==> src/rtl/elevator_scan_ctrl_if.sv <==
// rtl/elevator_scan_ctrl_if.sv - call/button inputs and car status outputs of the elevator controller
interface elevator_scan_ctrl_if #(
  parameter int NUM_FLOORS = 8,
  parameter int FLOOR_W    = 3
);
  logic [NUM_FLOORS-1:0] car_call;
  logic [NUM_FLOORS-1:0] hall_up;
  logic [NUM_FLOORS-1:0] hall_dn;
  logic                  open_door;
  logic                  close_door;
  logic                  over_weight;
  logic [FLOOR_W-1:0]    current_floor;
  logic [1:0]            direction;
  logic                  door_state;
  logic                  over_weight_alert;
  logic [NUM_FLOORS-1:0] pending;

  modport master (
    output car_call, hall_up, hall_dn, open_door, close_door, over_weight,
    input  current_floor, direction, door_state, over_weight_alert, pending
  );

  modport slave (
    input  car_call, hall_up, hall_dn, open_door, close_door, over_weight,
    output current_floor, direction, door_state, over_weight_alert, pending
  );
endinterface

==> src/rtl/elevator_scan_ctrl.sv <==
// rtl/elevator_scan_ctrl.sv - N-floor SCAN elevator controller with door dwell and overweight hold
module elevator_scan_ctrl #(
  parameter int NUM_FLOORS    = 8,
  parameter int FLOOR_W       = 3,
  parameter int TRAVEL_CYCLES = 4,
  parameter int DOOR_CYCLES   = 8
) (
  input  logic              clk,
  input  logic              rst,
  elevator_scan_ctrl_if.slave bus
);
  localparam int TW = $clog2(TRAVEL_CYCLES + 1);
  localparam int DW = $clog2(DOOR_CYCLES + 1);
  localparam logic [TW-1:0] T_LAST = TW'(TRAVEL_CYCLES - 1);
  localparam logic [DW-1:0] D_LOAD = DW'(DOOR_CYCLES);
  localparam logic [FLOOR_W-1:0] TOP = FLOOR_W'(NUM_FLOORS - 1);
  localparam logic [NUM_FLOORS-1:0] UP_MASK = {1'b0, {(NUM_FLOORS-1){1'b1}}};
  localparam logic [NUM_FLOORS-1:0] DN_MASK = {{(NUM_FLOORS-1){1'b1}}, 1'b0};
  localparam logic [1:0] DIR_IDLE = 2'b00, DIR_UP = 2'b01, DIR_DN = 2'b10;

  typedef enum logic [1:0] {IDLE, MOVE, DOOR} state_t;

  state_t                state, state_n;
  logic [FLOOR_W-1:0]    floor, floor_n, nf, door_f;
  logic [1:0]            dir, dir_n;
  logic                  door, door_n, alert, last_up, last_up_n;
  logic [TW-1:0]         tcnt, tcnt_n;
  logic [DW-1:0]         dcnt, dcnt_n;
  logic [NUM_FLOORS-1:0] pc, pu, pd, pc_n, pu_n, pd_n, pend;
  logic [NUM_FLOORS-1:0] car_q, up_q, dn_q, set_mask, clr_oh;
  logic                  enter_door, ahead, behind, ahead_nf, ahead_f, here_new;

  function automatic logic any_above(input logic [NUM_FLOORS-1:0] v, input logic [FLOOR_W-1:0] f);
    any_above = 1'b0;
    for (int i = 0; i < NUM_FLOORS; i++)
      if (i > int'(f) && v[i]) any_above = 1'b1;
  endfunction

  function automatic logic any_below(input logic [NUM_FLOORS-1:0] v, input logic [FLOOR_W-1:0] f);
    any_below = 1'b0;
    for (int i = 0; i < NUM_FLOORS; i++)
      if (i < int'(f) && v[i]) any_below = 1'b1;
  endfunction

  function automatic logic [NUM_FLOORS-1:0] onehot(input logic [FLOOR_W-1:0] f);
    for (int i = 0; i < NUM_FLOORS; i++) onehot[i] = (i == int'(f));
  endfunction

  assign pend = pc | pu | pd;

  always_comb begin
    state_n    = state;
    floor_n    = floor;
    dir_n      = dir;
    door_n     = door;
    last_up_n  = last_up;
    tcnt_n     = tcnt;
    dcnt_n     = dcnt;
    enter_door = 1'b0;
    door_f     = floor;
    nf         = floor;
    set_mask   = '1;
    here_new   = 1'b0;
    ahead_nf   = 1'b0;
    ahead      = last_up ? any_above(pend, floor) : any_below(pend, floor);
    behind     = last_up ? any_below(pend, floor) : any_above(pend, floor);
    case (state)
      IDLE: begin
        dir_n = DIR_IDLE;
        // An opposite hall call here waits until nothing is left ahead, otherwise the door would reopen forever.
        if (bus.open_door || pc[floor] || (last_up ? pu[floor] : pd[floor]) ||
            ((last_up ? pd[floor] : pu[floor]) && !ahead)) begin
          state_n    = DOOR;
          enter_door = 1'b1;
        end else if (ahead) begin
          state_n = MOVE;
          tcnt_n  = '0;
          dir_n   = last_up ? DIR_UP : DIR_DN;
        end else if (behind) begin
          state_n   = MOVE;
          tcnt_n    = '0;
          last_up_n = !last_up;
          dir_n     = last_up ? DIR_DN : DIR_UP;
        end
      end
      MOVE: begin
        if (tcnt == T_LAST) begin
          tcnt_n = '0;
          if (last_up) nf = (floor == TOP) ? floor : floor + 1'b1;
          else         nf = (floor == '0)  ? floor : floor - 1'b1;
          floor_n  = nf;
          ahead_nf = last_up ? any_above(pend, nf) : any_below(pend, nf);
          if (pc[nf] || (last_up ? pu[nf] : pd[nf]) || ((last_up ? pd[nf] : pu[nf]) && !ahead_nf)) begin
            state_n    = DOOR;
            enter_door = 1'b1;
            door_f     = nf;
            dir_n      = DIR_IDLE;
          end else if (!ahead_nf) begin
            state_n = IDLE;
            dir_n   = DIR_IDLE;
          end
        end else begin
          tcnt_n = tcnt + 1'b1;
        end
      end
      DOOR: begin
        here_new = car_q[floor] | up_q[floor] | dn_q[floor];
        set_mask = ~onehot(floor);
        if (bus.open_door || here_new) begin
          dcnt_n = D_LOAD;
        end else if (!bus.over_weight) begin
          if (bus.close_door || dcnt <= DW'(1)) begin
            state_n = IDLE;
            door_n  = 1'b0;
            dcnt_n  = '0;
          end else begin
            dcnt_n = dcnt - 1'b1;
          end
        end
      end
      default: state_n = IDLE;
    endcase

    if (enter_door) begin
      door_n = 1'b1;
      dcnt_n = D_LOAD;
    end
    ahead_f = last_up ? any_above(pend, door_f) : any_below(pend, door_f);
    clr_oh  = enter_door ? onehot(door_f) : '0;
    pc_n = (pc & ~clr_oh) | (car_q & set_mask);
    pu_n = (pu & ~((last_up || !ahead_f) ? clr_oh : '0)) | (up_q & set_mask);
    pd_n = (pd & ~((!last_up || !ahead_f) ? clr_oh : '0)) | (dn_q & set_mask);
  end

  always_ff @(posedge clk) begin
    if (rst) begin
      state   <= IDLE;
      floor   <= '0;
      dir     <= DIR_IDLE;
      door    <= 1'b0;
      alert   <= 1'b0;
      last_up <= 1'b1;
      tcnt    <= '0;
      dcnt    <= '0;
      pc      <= '0;
      pu      <= '0;
      pd      <= '0;
      car_q   <= '0;
      up_q    <= '0;
      dn_q    <= '0;
    end else begin
      state   <= state_n;
      floor   <= floor_n;
      dir     <= dir_n;
      door    <= door_n;
      alert   <= bus.over_weight && (state != MOVE);
      last_up <= last_up_n;
      tcnt    <= tcnt_n;
      dcnt    <= dcnt_n;
      pc      <= pc_n;
      pu      <= pu_n;
      pd      <= pd_n;
      car_q   <= bus.car_call;
      up_q    <= bus.hall_up & UP_MASK;
      dn_q    <= bus.hall_dn & DN_MASK;
    end
  end

  assign bus.current_floor     = floor;
  assign bus.direction         = dir;
  assign bus.door_state        = door;
  assign bus.over_weight_alert = alert;
  assign bus.pending           = pend;
endmodule

==> src/flat_wrapper.sv <==
// flat-port wrapper written by rule: the top's interface ports become plain ports
module elevator_scan_ctrl_flat 
#(
  parameter int NUM_FLOORS    = 8,
  parameter int FLOOR_W       = 3,
  parameter int TRAVEL_CYCLES = 4,
  parameter int DOOR_CYCLES   = 8
)
  (clk, rst, bus_car_call, bus_hall_up, bus_hall_dn, bus_open_door, bus_close_door, bus_over_weight, bus_current_floor, bus_direction, bus_door_state, bus_over_weight_alert, bus_pending);
  elevator_scan_ctrl_if #(.NUM_FLOORS(NUM_FLOORS), .FLOOR_W(FLOOR_W)) bus_i ();
  input  logic clk;
  input  logic rst;
  input wire logic [$bits(bus_i.car_call)-1:0] bus_car_call;
  input wire logic [$bits(bus_i.hall_up)-1:0] bus_hall_up;
  input wire logic [$bits(bus_i.hall_dn)-1:0] bus_hall_dn;
  input wire logic [$bits(bus_i.open_door)-1:0] bus_open_door;
  input wire logic [$bits(bus_i.close_door)-1:0] bus_close_door;
  input wire logic [$bits(bus_i.over_weight)-1:0] bus_over_weight;
  output wire logic [$bits(bus_i.current_floor)-1:0] bus_current_floor;
  output wire logic [$bits(bus_i.direction)-1:0] bus_direction;
  output wire logic [$bits(bus_i.door_state)-1:0] bus_door_state;
  output wire logic [$bits(bus_i.over_weight_alert)-1:0] bus_over_weight_alert;
  output wire logic [$bits(bus_i.pending)-1:0] bus_pending;
  assign bus_i.car_call = bus_car_call;
  assign bus_i.hall_up = bus_hall_up;
  assign bus_i.hall_dn = bus_hall_dn;
  assign bus_i.open_door = bus_open_door;
  assign bus_i.close_door = bus_close_door;
  assign bus_i.over_weight = bus_over_weight;
  assign bus_current_floor = bus_i.current_floor;
  assign bus_direction = bus_i.direction;
  assign bus_door_state = bus_i.door_state;
  assign bus_over_weight_alert = bus_i.over_weight_alert;
  assign bus_pending = bus_i.pending;
  elevator_scan_ctrl #(.NUM_FLOORS(NUM_FLOORS), .FLOOR_W(FLOOR_W), .TRAVEL_CYCLES(TRAVEL_CYCLES), .DOOR_CYCLES(DOOR_CYCLES)) u_core (.clk(clk), .rst(rst), .bus(bus_i));
endmodule
==> config.mk <==
export PLATFORM = sky130hd
export DESIGN_NAME = elevator_scan_ctrl_flat
export DESIGN_NICKNAME = d
export VERILOG_FILES = /design/src/rtl/elevator_scan_ctrl_if.sv /design/src/rtl/elevator_scan_ctrl.sv /design/src/flat_wrapper.sv
export SDC_FILE = /design/constraint.sdc
export NUM_CORES = 1
export LEC_CHECK = 0
export ABC_AREA = 1
export CORE_MARGIN = 2
export CORE_UTILIZATION = 57
export DETAILED_ROUTE_END_ITERATION = 8
export PLACE_DENSITY = 0.81
export SLEW_MARGIN = 20
export SYNTH_ARGS = -nofsm -noshare
export SYNTH_HDL_FRONTEND = slang
export SYNTH_SLANG_ARGS = --single-unit
==> constraint.sdc <==
create_clock -name clk -period 3.6 [get_ports clk]
set_input_delay 0.72 -clock clk [delete_from_list [all_inputs] [get_ports clk]]
set_output_delay 0.72 -clock clk [all_outputs]
set_load 0.01 [all_outputs]
==> metrics.csv <==
metric,value,unit
Final ANT Viol Nets,0,
P&R area growth vs syn,21.6,%
crit path DAT,3.57,ns
power density cells,358,nW/µm²
YS warnings,0,
register area share after synthesis,0.329,
synthesized cell area,3840,µm²
core footprint,6420,µm²
CTS tree,yes,
crit end category,flop,
Leakage Power,2.18,nW
clk_skew,0.0120,ns
Worst-Skew Late Latency,0.35,ns
Slew Limit Fails,0,
Yosys cell types,48,
routability cong.,1.02,
Worst Tran Pin Value,0.583,ns
CP max stage delay,0.56,ns
first-pass GRT wire length,18600,µm
Crit path top cell by count,nand2_1,
H-Tree Depth,3,
DP Area,4380,µm²
drt wl/cell,15.8,µm
Layout fillers,559,
DRC viols,0,
diodes inserted,0,
layout cell share with drive strength beyond 1,0.139,
clock-pin slew on the worst setup and hold paths,0.08,ns
"Avg Cell Area, Syn",6.43,µm²
Slew Limit Headroom,0.608,
initial antenna violation count,0,
Final Hold Viols,0,
Post-synth top flop,dfxtp_1,
port bufs,41,
MaxCap Viol Count,0,
Starting DRT DRC Count,397,
crit path cell chain,inv_2 -> nand2_2 -> nand2_1 -> nand2_1 -> nand2_4 -> buf_4 -> o211ai_1 -> nand3_1 -> nand2_1 -> nand3_2 -> nand3_4 -> nand2_2 -> nand2_1 -> nand2_2 -> inv_2 -> nand3_2 -> nand2_1 -> nand2_1 -> nand2_1 -> nand3_1 -> nand2_4 -> nand2_1 -> nand2_1 -> a21oi_1,
Post-Layout Cell Count,741,
CTS Root Cell,clkbuf_8,
Setup-failing EPs final,0,
Die H,86.1,µm
Starting Density,0.598,
Crit path required time,3.81,ns
PnR worst setup slack,0.236,ns
Place WS,0.182,ns
io pins,44,
CTS Buffer Depth,2,
dpl cells,715,
CTS Buf Count,9,
Post-synth EDFFs,0,
Crit-path slowest cell,dfxtp_1,
total wire length,11700,µm
syn_nets,635,
flop and latch count out of synthesis,63,
Setup CP Type,flop to flop,
Worst Path Max Fanout,14,
total global routing overflow,0,
All-Layer GR Usage,0.326,
Max VDD drop,0.303,mV
vias per inst,5.61,
# clock sinks,63,
Die Wd,86.1,µm
worst min-delay path class,flop to flop,
Pre-Repair DR Iteration Count,5,
maximum clock rate,297,MHz
ys async rst share,0,
pin count of the biggest net entering global routing,53,
Total Nets Final,697,
FP Rows,29,
routed via count,4157,
Final Cell Area,4670,µm²
crit path launch type,flop,
Post-Syn Instances,597,
vias in the first global route,3817,
DP HPWL,8700,µm
outcome,finished clean,
period utilization,0.935,
crit path time final,3.36,ns
register area,1270,µm²
cts hold-fix bufs,0,
die footprint,7400,µm²
footprint of the multi-input gates,2190,µm²
[layer usage]
layer | wire (µm) | global-route usage
met1 | 5030 | 0.459
met5 | 0 | 0
met4 | 298 | 0.0996
met2 | 5300 | 0.511
met3 | 1080 | 0.0549
[state kept, by name (all words and copies together) (netlist names)]
name / cells
u_core.bus.current_floor: 3
u_core.bus.direction: 2
u_core.bus.door_state: 1
u_core.bus.over_weight_alert: 1
u_core.car_q: 8
u_core.dcnt: 4
u_core.dn_q: 7
u_core.last_up: 1
u_core.pc: 8
u_core.pd: 8
u_core.pu: 8
u_core.state: 2
u_core.tcnt: 3
u_core.up_q: 7
[worst max-delay path: cells and delay by family, from the launching register on]
kind	cells	cell delay (ns)
AND/OR/NAND/NOR	19	1.92
flip-flops	1	0.56
buffers and inverters	3	0.48
AO/OA/AOI/OAI	2	0.26
[cells in the final DEF, fill, tap and decap left out, types with 2 or more instances in the layout]
master             n
nor2_4             4
buf_4             26
nand3_1           34
a21oi_2            4
nand2_2           14
clkdlybuf4s50_1   40
ha_1               8
nand3_2            3
nand4_1            5
nor2_2             4
xor2_1             2
dfxtp_1           61
o21ai_1            3
inv_1             80
nor4_1             3
nand2_1          164
o211ai_1           7
clkinv_4           3
nor3_1            14
clkbuf_8           9
inv_2              4
nor2_1            56
o21ai_0           33
nand2_4            6
clkinv_2           2
a21oi_1           44
[metrics by stage]
step	hold slack [ns]	setup TNS (ns)	util	power, mW
floorplan	0.435	0	-	0.984
global placement	0.448	0	0.681	1.12
detailed placement	0.457	0	0.681	1.13
CTS	0.470	0	0.708	1.67
global route	0.490	-0.00771	0.727	1.75
finish	0.467	0	0.727	1.67
[cells by family after synthesis]
family,share of synthesized area
simple gates,0.364
compound gates,0.163
buf+inv,0.111
flops,0.329
fa+ha+maj,0.0293
xor+xnor,0.00457
[path summary, 6_finish.rpt]
check | startpoint | slack (ns) | cells after the start | end
min reg2reg | u_core.bus.direction[0] | 0.47 | 2 | u_core.bus.direction[0]
max reg2reg | u_core.last_up | 0.24 | 24 | u_core.pu[4]
min | u_core.bus.direction[0] | 0.47 | 2 | u_core.bus.direction[0]
max | u_core.last_up | 0.24 | 24 | u_core.pu[4]
[power breakdown]
group          internal, mW  total (mW)  switching, mW  leakage [nW]
Sequential            0.740       0.775         0.0352         0.522
Clock                 0.253       0.553          0.299        0.0906
Combinational         0.136       0.344          0.208          1.57
[final cells by class]
cell class,instances,share of cell area
Inverter,86,0.0697
Tap cell,77,0.0206
Timing Repair Buffer,68,0.131
Multi-Input combinational cell,431,0.470
Sequential cell,63,0.271
Clock buffer,10,0.0273
Clock inverter,6,0.00965
[synthesized netlist by cell type (all sizes together), types with 2 or more instances]
library cell  number  area (µm²)
nor2              63         264
inv               85         322
buf                6        53.8
nand2            184         761
nand3             38         218
a211oi             2        20.0
nor3              14        70.1
nor4               3        18.8
xor2               2        17.5
nand4              5        31.3
dfxtp             63        1260
ha                 9         113
o211ai             8        65.1
clkbuf            12        45.0
a21oi             48         255
o21ai             37         185
[what timing repair did]
item	in CTS	in global routing
buffers inserted	0	9
setup endpoints to repair	0	14
resized for setup	0	12
Power figures use the tool's default switching activity.
